`src/rtl/lnrv_exu_wbck_arb_pkg.sv`:
```
// ----------------------------------------------------------------------------
// lnrv_exu_wbck_arb_pkg
// Shared constants for the execute-stage writeback arbiter:
//   - default widths (request count, data width, destination index width)
//   - source unit index constants (bit position in req_* / wbck_src)
//   - WBCK_RR_EN, mirroring the LNRV_WBCK_RR_EN build macro
//     (defined: round-robin arbitration, undefined: fixed priority, index 0 wins)
// ----------------------------------------------------------------------------
package lnrv_exu_wbck_arb_pkg;

    localparam int WBCK_NUM_REQ = 4;
    localparam int WBCK_XLEN    = 32;
    localparam int WBCK_RD_W    = 5;

    localparam int WBCK_SRC_RGLR = 0;
    localparam int WBCK_SRC_LSU  = 1;
    localparam int WBCK_SRC_CSR  = 2;
    localparam int WBCK_SRC_MDV  = 3;

`ifdef LNRV_WBCK_RR_EN
    localparam bit WBCK_RR_EN = 1'b1;
`else
    localparam bit WBCK_RR_EN = 1'b0;
`endif

endpackage

```
`src/rtl/lnrv_exu_wbck_arb_if.sv`:
```
// ----------------------------------------------------------------------------
// lnrv_exu_wbck_arb_if
// Bundles the per-unit writeback request buses and the regfile write port.
//   req_vld      unit -> arb   per-unit request valid
//   req_rdy      arb  -> unit  per-unit accept
//   req_rd_idx   unit -> arb   unit i at [i*RD_W +: RD_W]
//   req_rd_data  unit -> arb   unit i at [i*XLEN +: XLEN]
//   wbck_vld     arb  -> rf    registered write request
//   wbck_rdy     rf   -> arb   regfile accepts the write
//   wbck_rd_idx  arb  -> rf    registered destination index
//   wbck_rd_data arb  -> rf    registered write data
//   wbck_src     arb  -> rf    one-hot source of the held entry
//   wbck_idle    arb  -> any   nothing held and nothing requested
// Modports: slave = arbiter side, master = units/regfile side.
// ----------------------------------------------------------------------------
interface lnrv_exu_wbck_arb_if
    import lnrv_exu_wbck_arb_pkg::*;
#(
    parameter int NUM_REQ = WBCK_NUM_REQ,
    parameter int XLEN    = WBCK_XLEN,
    parameter int RD_W    = WBCK_RD_W
);

    logic [NUM_REQ-1:0]      req_vld;
    logic [NUM_REQ-1:0]      req_rdy;
    logic [NUM_REQ*RD_W-1:0] req_rd_idx;
    logic [NUM_REQ*XLEN-1:0] req_rd_data;

    logic                    wbck_vld;
    logic                    wbck_rdy;
    logic [RD_W-1:0]         wbck_rd_idx;
    logic [XLEN-1:0]         wbck_rd_data;
    logic [NUM_REQ-1:0]      wbck_src;
    logic                    wbck_idle;

    modport slave (
        input  req_vld, req_rd_idx, req_rd_data, wbck_rdy,
        output req_rdy, wbck_vld, wbck_rd_idx, wbck_rd_data, wbck_src, wbck_idle
    );

    modport master (
        output req_vld, req_rd_idx, req_rd_data, wbck_rdy,
        input  req_rdy, wbck_vld, wbck_rd_idx, wbck_rd_data, wbck_src, wbck_idle
    );

endinterface

```
`src/rtl/lnrv_rr_arb.sv`:
```
// ----------------------------------------------------------------------------
// lnrv_rr_arb
// Combinational one-hot arbiter.
//   req    in   N  request vector
//   ptr    in   N  one-hot highest-priority index (used only when en = 1)
//   en     in   1  1: round-robin starting at ptr, 0: fixed priority, bit 0 wins
//   grant  out  N  one-hot grant, zero when req is zero
// ----------------------------------------------------------------------------
module lnrv_rr_arb #(
    parameter int N = 4
) (
    input  logic [N-1:0] req,
    input  logic [N-1:0] ptr,
    input  logic         en,
    output logic [N-1:0] grant
);

    localparam logic [N-1:0] ONE = {{(N-1){1'b0}}, 1'b1};

    logic [N-1:0] hi_mask;
    logic [N-1:0] hi_req;
    logic [N-1:0] pick;

    always_comb begin
        // bits at or above the pointer position; requests there go first,
        // otherwise wrap around to the lowest asserted request
        hi_mask = ~(ptr - ONE);
        hi_req  = en ? (req & hi_mask) : req;
        pick    = (hi_req != '0) ? hi_req : req;
        // isolate the lowest set bit
        grant   = pick & (~pick + ONE);
    end

endmodule

```
`src/rtl/lnrv_exu_wbck_arb.sv`:
```
// ----------------------------------------------------------------------------
// lnrv_exu_wbck_arb
// Shares the integer regfile write port among the result-producing units
// (0 rglr, 1 lsu, 2 csr, 3 mdv). One request is granted per cycle and the
// winner is registered into a one-entry output stage driving the regfile.
// Writes to x0 complete the handshake but are never forwarded.
//
// Ports:
//   clk      in   clock, rising edge
//   reset_n  in   asynchronous active-low reset
//   bus      slave modport of lnrv_exu_wbck_arb_if (request + write port)
//
// Build option: LNRV_WBCK_RR_EN selects round-robin arbitration with a
// one-hot pointer register; without it, fixed priority (lowest index wins)
// and no pointer register is built.
// NUM_REQ/XLEN/RD_W must match the parameters of the connected interface.
// ----------------------------------------------------------------------------
module lnrv_exu_wbck_arb
    import lnrv_exu_wbck_arb_pkg::*;
#(
    parameter int NUM_REQ = WBCK_NUM_REQ,
    parameter int XLEN    = WBCK_XLEN,
    parameter int RD_W    = WBCK_RD_W
) (
    input  logic                 clk,
    input  logic                 reset_n,
    lnrv_exu_wbck_arb_if.slave   bus
);

    // pointer reset value: index 0 holds highest priority
    localparam logic [NUM_REQ-1:0] PTR_RST = {{(NUM_REQ-1){1'b0}}, 1'b1};

    logic                stage_free;
    logic [NUM_REQ-1:0]  grant;
    logic [NUM_REQ-1:0]  req_rdy_c;
    logic                accept;
    logic [RD_W-1:0]     sel_idx;
    logic [XLEN-1:0]     sel_data;
    logic                sel_wr;
    logic [NUM_REQ-1:0]  rr_ptr;

    logic                wbck_vld_q;
    logic [RD_W-1:0]     wbck_idx_q;
    logic [XLEN-1:0]     wbck_data_q;
    logic [NUM_REQ-1:0]  wbck_src_q;

    assign stage_free = ~wbck_vld_q | bus.wbck_rdy;

    lnrv_rr_arb #(
        .N     (NUM_REQ)
    ) u_arb (
        .req   (bus.req_vld),
        .ptr   (rr_ptr),
        .en    (WBCK_RR_EN),
        .grant (grant)
    );

    assign req_rdy_c = grant & {NUM_REQ{stage_free}};
    assign accept    = |req_rdy_c;

    always_comb begin
        sel_idx  = '0;
        sel_data = '0;
        for (int i = 0; i < NUM_REQ; i++) begin
            if (grant[i]) begin
                sel_idx  = sel_idx  | bus.req_rd_idx[i*RD_W +: RD_W];
                sel_data = sel_data | bus.req_rd_data[i*XLEN +: XLEN];
            end
        end
    end

    // x0 destinations are consumed here and never reach the regfile
    assign sel_wr = (sel_idx != '0);

`ifdef LNRV_WBCK_RR_EN
    // after granting index k, index k+1 (mod NUM_REQ) gets top priority
    always_ff @(posedge clk or negedge reset_n) begin
        if (!reset_n) begin
            rr_ptr <= PTR_RST;
        end else if (accept) begin
            rr_ptr <= (grant << 1) | (grant >> (NUM_REQ - 1));
        end
    end
`else
    assign rr_ptr = PTR_RST;
`endif

    always_ff @(posedge clk or negedge reset_n) begin
        if (!reset_n) begin
            wbck_vld_q  <= 1'b0;
            wbck_idx_q  <= '0;
            wbck_data_q <= '0;
            wbck_src_q  <= '0;
        end else if (accept && sel_wr) begin
            // also covers retire-and-replace on the same edge
            wbck_vld_q  <= 1'b1;
            wbck_idx_q  <= sel_idx;
            wbck_data_q <= sel_data;
            wbck_src_q  <= grant;
        end else if (wbck_vld_q && bus.wbck_rdy) begin
            wbck_vld_q  <= 1'b0;
        end
    end

    assign bus.req_rdy      = req_rdy_c;
    assign bus.wbck_vld     = wbck_vld_q;
    assign bus.wbck_rd_idx  = wbck_idx_q;
    assign bus.wbck_rd_data = wbck_data_q;
    assign bus.wbck_src     = wbck_src_q;
    assign bus.wbck_idle    = ~wbck_vld_q & ~(|bus.req_vld);

endmodule

```
`src/flat_wrapper.sv`:
```
// flat-port wrapper written by rule: the top's interface ports become plain ports
module lnrv_exu_wbck_arb_flat import lnrv_exu_wbck_arb_pkg::*;
#(
    parameter int NUM_REQ = WBCK_NUM_REQ,
    parameter int XLEN    = WBCK_XLEN,
    parameter int RD_W    = WBCK_RD_W
)
  (clk, reset_n, bus_req_vld, bus_req_rd_idx, bus_req_rd_data, bus_wbck_rdy, bus_req_rdy, bus_wbck_vld, bus_wbck_rd_idx, bus_wbck_rd_data, bus_wbck_src, bus_wbck_idle);
  lnrv_exu_wbck_arb_if #(.NUM_REQ(NUM_REQ), .XLEN(XLEN), .RD_W(RD_W)) bus_i ();
  input  logic clk;
  input  logic reset_n;
  input wire logic [$bits(bus_i.req_vld)-1:0] bus_req_vld;
  input wire logic [$bits(bus_i.req_rd_idx)-1:0] bus_req_rd_idx;
  input wire logic [$bits(bus_i.req_rd_data)-1:0] bus_req_rd_data;
  input wire logic [$bits(bus_i.wbck_rdy)-1:0] bus_wbck_rdy;
  output wire logic [$bits(bus_i.req_rdy)-1:0] bus_req_rdy;
  output wire logic [$bits(bus_i.wbck_vld)-1:0] bus_wbck_vld;
  output wire logic [$bits(bus_i.wbck_rd_idx)-1:0] bus_wbck_rd_idx;
  output wire logic [$bits(bus_i.wbck_rd_data)-1:0] bus_wbck_rd_data;
  output wire logic [$bits(bus_i.wbck_src)-1:0] bus_wbck_src;
  output wire logic [$bits(bus_i.wbck_idle)-1:0] bus_wbck_idle;
  assign bus_i.req_vld = bus_req_vld;
  assign bus_i.req_rd_idx = bus_req_rd_idx;
  assign bus_i.req_rd_data = bus_req_rd_data;
  assign bus_i.wbck_rdy = bus_wbck_rdy;
  assign bus_req_rdy = bus_i.req_rdy;
  assign bus_wbck_vld = bus_i.wbck_vld;
  assign bus_wbck_rd_idx = bus_i.wbck_rd_idx;
  assign bus_wbck_rd_data = bus_i.wbck_rd_data;
  assign bus_wbck_src = bus_i.wbck_src;
  assign bus_wbck_idle = bus_i.wbck_idle;
  lnrv_exu_wbck_arb #(.NUM_REQ(NUM_REQ), .XLEN(XLEN), .RD_W(RD_W)) u_core (.clk(clk), .reset_n(reset_n), .bus(bus_i));
endmodule
```
`config.mk`:
```
export PLATFORM = sky130hd
export DESIGN_NAME = lnrv_exu_wbck_arb_flat
export DESIGN_NICKNAME = d
export VERILOG_FILES = /design/src/rtl/lnrv_exu_wbck_arb_pkg.sv /design/src/rtl/lnrv_exu_wbck_arb_if.sv /design/src/rtl/lnrv_rr_arb.sv /design/src/rtl/lnrv_exu_wbck_arb.sv /design/src/flat_wrapper.sv
export SDC_FILE = /design/constraint.sdc
export NUM_CORES = 1
export LEC_CHECK = 0
export CORE_MARGIN = 4
export CORE_UTILIZATION = 29
export DETAILED_ROUTE_END_ITERATION = 16
export PLACE_DENSITY = 0.69
export SKIP_CTS_REPAIR_TIMING = 1
export SYNTH_ARGS = -nofsm -noshare
export SYNTH_HDL_FRONTEND = slang
export SYNTH_HIERARCHICAL = 1
export SYNTH_SLANG_ARGS = --single-unit
```
`constraint.sdc`:
```
create_clock -name clk -period 2.4 [get_ports clk]
set_clock_uncertainty 0.05 [all_clocks]
set_input_delay 0.48 -clock clk [delete_from_list [all_inputs] [get_ports clk]]
set_output_delay 0.48 -clock clk [all_outputs]
set_load 0.02 [all_outputs]
```
==> impl_metrics.json, run 1 <==
{
  "cts_tree": "yes",
  "slew_headroom_pct": 36.9,
  "wire_per_inst_microns": 16.4,
  "tns_ns": -0.0123,
  "path_class": "primary input to register",
  "drt_wl_total_microns": 10700,
  "switching_share_pct": 32.8,
  "finish.instance_area_sq_um": 5640,
  "comb_power_share_pct": 53.8,
  "report.final.hold_viol_count": 0,
  "synth_top_cell_area_share_pct": 37.6,
  "violations": "negative setup slack",
  "worst_pin_slew_ns": 0.946,
  "path_depth": 12,
  "insertion_delay_ns": 0.29,
  "diodes": 0,
  "cts_sinks": 42,
  "clockPowerShare_pct": 16.7,
  "clk_pin_slew_ns": 0.08,
  "ys_types": 38,
  "synth_ff_type": "dfrtp_1",
  "synth_top_cell_by_area": "dfrtp_1",
  "start_kind": "primary input",
  "drive_gt1_share_pct": 22.1,
  "synth_top_cells_by_area": "dfrtp_1 (38%), mux2_4 (20%), a22oi_1 (19%)",
  "r2r-start": "u_core/bus.wbck_vld",
  "rows": 35,
  "cts_buffer_depth": 2,
  "antenna_left": 0,
  "crit_buf_inv": 4,
  "ff2ff_setup_slack_ns": 0.58,
  "critPathRequiredTime_ns": 2.53,
  "synth_seq_cells": 42,
  "p_total_mw": 3.40,
  "place.gp.congestion": 0.854,
  "r2r_cells": 7,
  "die_y_microns": 106,
  "layout.nets": 680,
  "antenna_found_initial": 0,
  "slew_viol_final": 0,
  "num_vias": 3113,
  "grt_max_degree": 43,
  "syn_inst": 265,
  "crit_family": "compound AO/OA/AOI/OAI gates",
  "via_per_inst": 4.76,
  "seq_area_sq_um": 1050,
  "worst_slack_ns": -0.00701,
  "area_delta_synth_final_pct": 102,
  "fmax_mhz": 415,
  "synth_area_sq_um": 2790,
  "fillers": 817,
  "crit_path_frequent_cell": "buf_12",
  "drtIter0Drc": 128,
  "min_path_type": "primary input to async pin",
  "synth_common_cells": "a22oi_1 (72), dfrtp_1 (42), nand2_1 (42), mux2_4 (38), clkbuf_1 (10)",
  "dp_slack_ns": -0.678,
  "grtUsageTotal_pct": 17.3,
  "io_buffer_count": 201,
  "worstPathMaxFanout": 7,
  "async_flop_share_pct": 100,
  "pin_count": 202,
  "firstDrtPassIters": 4,
  "slowest_delay_ns": 0.44,
  "power.leakage_nw": 2.57,
  "multi_input_area_sq_um": 1770,
  "postSynthAreaPerCell_sq_um": 10.5,
  "place_area_sq_um": 5280,
  "cp_slowest_cell": "o41ai_4",
  "design.core.area_sq_um": 9330,
  "cp_cell_sequence": "buf_4 -> a22oi_1 -> o211ai_1 -> a21oi_4 -> buf_12 -> a22oi_2 -> nand2_2 -> o41ai_4 -> o21ai_4 -> buf_12 -> clkbuf_16 -> mux2_4",
  "grt_first_pass_wirelength_microns": 15900,
  "die-area_sq_um": 11300,
  "die_x_microns": 106,
  "synth_edf_count": 0,
  "yosysWarnings": 6,
  "fin_crit_ns": 2.41,
  "finalCoreUtilization_pct": 60.5,
  "critPathCaptureType": "register",
  "start_util_pct": 30.0,
  "overflow": 0,
  "ys_seq_area_share_pct": 37.6,
  "h-tree-depth": 2,
  "drc": 0,
  "ir_worst_vdd_mv": 0.354,
  "grt_pass1_vias": 3244,
  "cts_root_buffer": "clkbuf_8",
  "final.period_utilization_pct": 100,
  "hpwl_microns": 8260,
  "p_sw_mw": 1.11,
  "critPathArrivalTime_ns": 2.53,
  "pwr-share-seq_pct": 29.5,
  "outcome": "finished, violations left",
  "power_density_nw_per_um2": 603,
  "synth.most_common_cell": "a22oi_1",
  "maxCapViolCount": 0,
  "rsz0062_at_grt": "true",
  "setup-violations-final": 4,
  "cts_buffers": 5,
  "r2r_end": "u_core/bus.wbck_rd_data[14]",
  "p_int_mw": 2.29
}
-- power groups by stage --
| stage | Combinational (mW) | Clock [mW] | Sequential (mW) |
|---|---|---|---|
| finish | 1.83 | 0.569 | 1.00 |
| global route | 1.93 | 0.612 | 1.03 |
| CTS | 1.72 | 0.587 | 1.01 |
| detailed placement | 1.72 | 0 | 1.01 |
| global placement | 1.69 | 0 | 1.02 |
| floorplan | 0.609 | 0 | 1.24 |
-- metrics by stage --
stage | hold slack [ns] | cells
CTS | 0.298 | 638
detailed placement | 0.439 | 630
floorplan | 0.134 | 288
global route | 0.358 | 654
finish | 0.275 | 654
global placement | 0.438 | 630
-- layer usage --
layer / GRT usage [%] / vias up / wire (microns)
li1: - / 1501 / -
met1: 19.0 / 1466 / 4060
met2: 32.0 / 132 / 5500
met3: 6.13 / 14 / 1010
met4: 3.61 / 0 / 126
met5: 0 / - / 0
-- layout by cell type, fill, tap and decap left out, types with 5 or more instances in the layout --
cell type,count
dfrtp_1,42
a22oi_2,6
conb_1,25
clkbuf_8,5
buf_4,36
inv_1,6
clkdlybuf4s50_1,191
mux2_4,38
buf_12,6
dlymetal6s2s_1,6
buf_6,6
nand2_1,41
a22oi_1,67
-- flip-flops by register name, indices dropped and copies added (netlist names) --
register                 cells
u_core/bus.wbck_rd_data     32
u_core/bus.wbck_rd_idx       5
u_core/bus.wbck_src          4
u_core/bus.wbck_vld          1
-- worst reg2reg max path: stages (launching register included) --
cell,delay [ns]
dfrtp_1,0.41
nand2b_1,0.15
buf_4,0.17
o41ai_2,0.10
o21ai_4,0.20
buf_12,0.16
clkbuf_16,0.16
mux2_4,0.30
-- area by class of cell --
type                    count  share of cell area, %
multi-input cells         220                   31.4
repair buffers            249                   44.7
clock inverters             3                  0.776
inverters                   6                  0.399
well taps                 129                   2.86
flip-flops and latches     42                   18.6
clock buffers               5                   1.22
-- logic make-up after synthesis --
| family | count (synthesis) | synth area share (%) |
|---|---|---|
| multiplexers | 38 | 20.4 |
| other | 2 | 0.269 |
| adder cells (fa/ha/maj) | 1 | 0.448 |
| AND/OR/NAND/NOR | 62 | 9.90 |
| buffers and inverters | 26 | 4.75 |
| AO/OA/AOI/OAI | 93 | 26.3 |
| flip-flops | 42 | 37.6 |
| XOR/XNOR | 1 | 0.314 |
-- worst max-delay path by stage --
| stage | start | to | slack (ns) |
|---|---|---|---|
| after detailed placement | bus_req_vld[3] | u_core/bus.wbck_rd_data[21] | -0.68 |
| final | bus_req_vld[0] | u_core/bus.wbck_rd_data[14] | -0.007 |
| after global routing | bus_req_vld[2] | u_core/bus.wbck_rd_data[14] | -0.08 |
| after floorplan | bus_req_vld[0] | u_core/bus.wbck_rd_data[0] | 0.02 |
| after global placement | bus_req_vld[3] | u_core/bus.wbck_rd_data[25] | -0.62 |
| after CTS | bus_req_vld[2] | bus_req_rdy[1] | -0.65 |
No activity file was read; power rests on OpenSTA's default activity.
==> inputs of run 2 (changes only) <==
SLEW_MARGIN = 5   (was not set)
==> results of run 2 <==
Final layout, timing and power as in run 1 (identical DEF).
==> inputs of run 3 (changes only) <==
ABC_CLOCK_PERIOD_IN_PS = 2400   (was not set)
HOLD_SLACK_MARGIN = 0.12   (was not set)
==> results of run 3 <==
Final layout, timing and power as in run 1 (identical DEF).
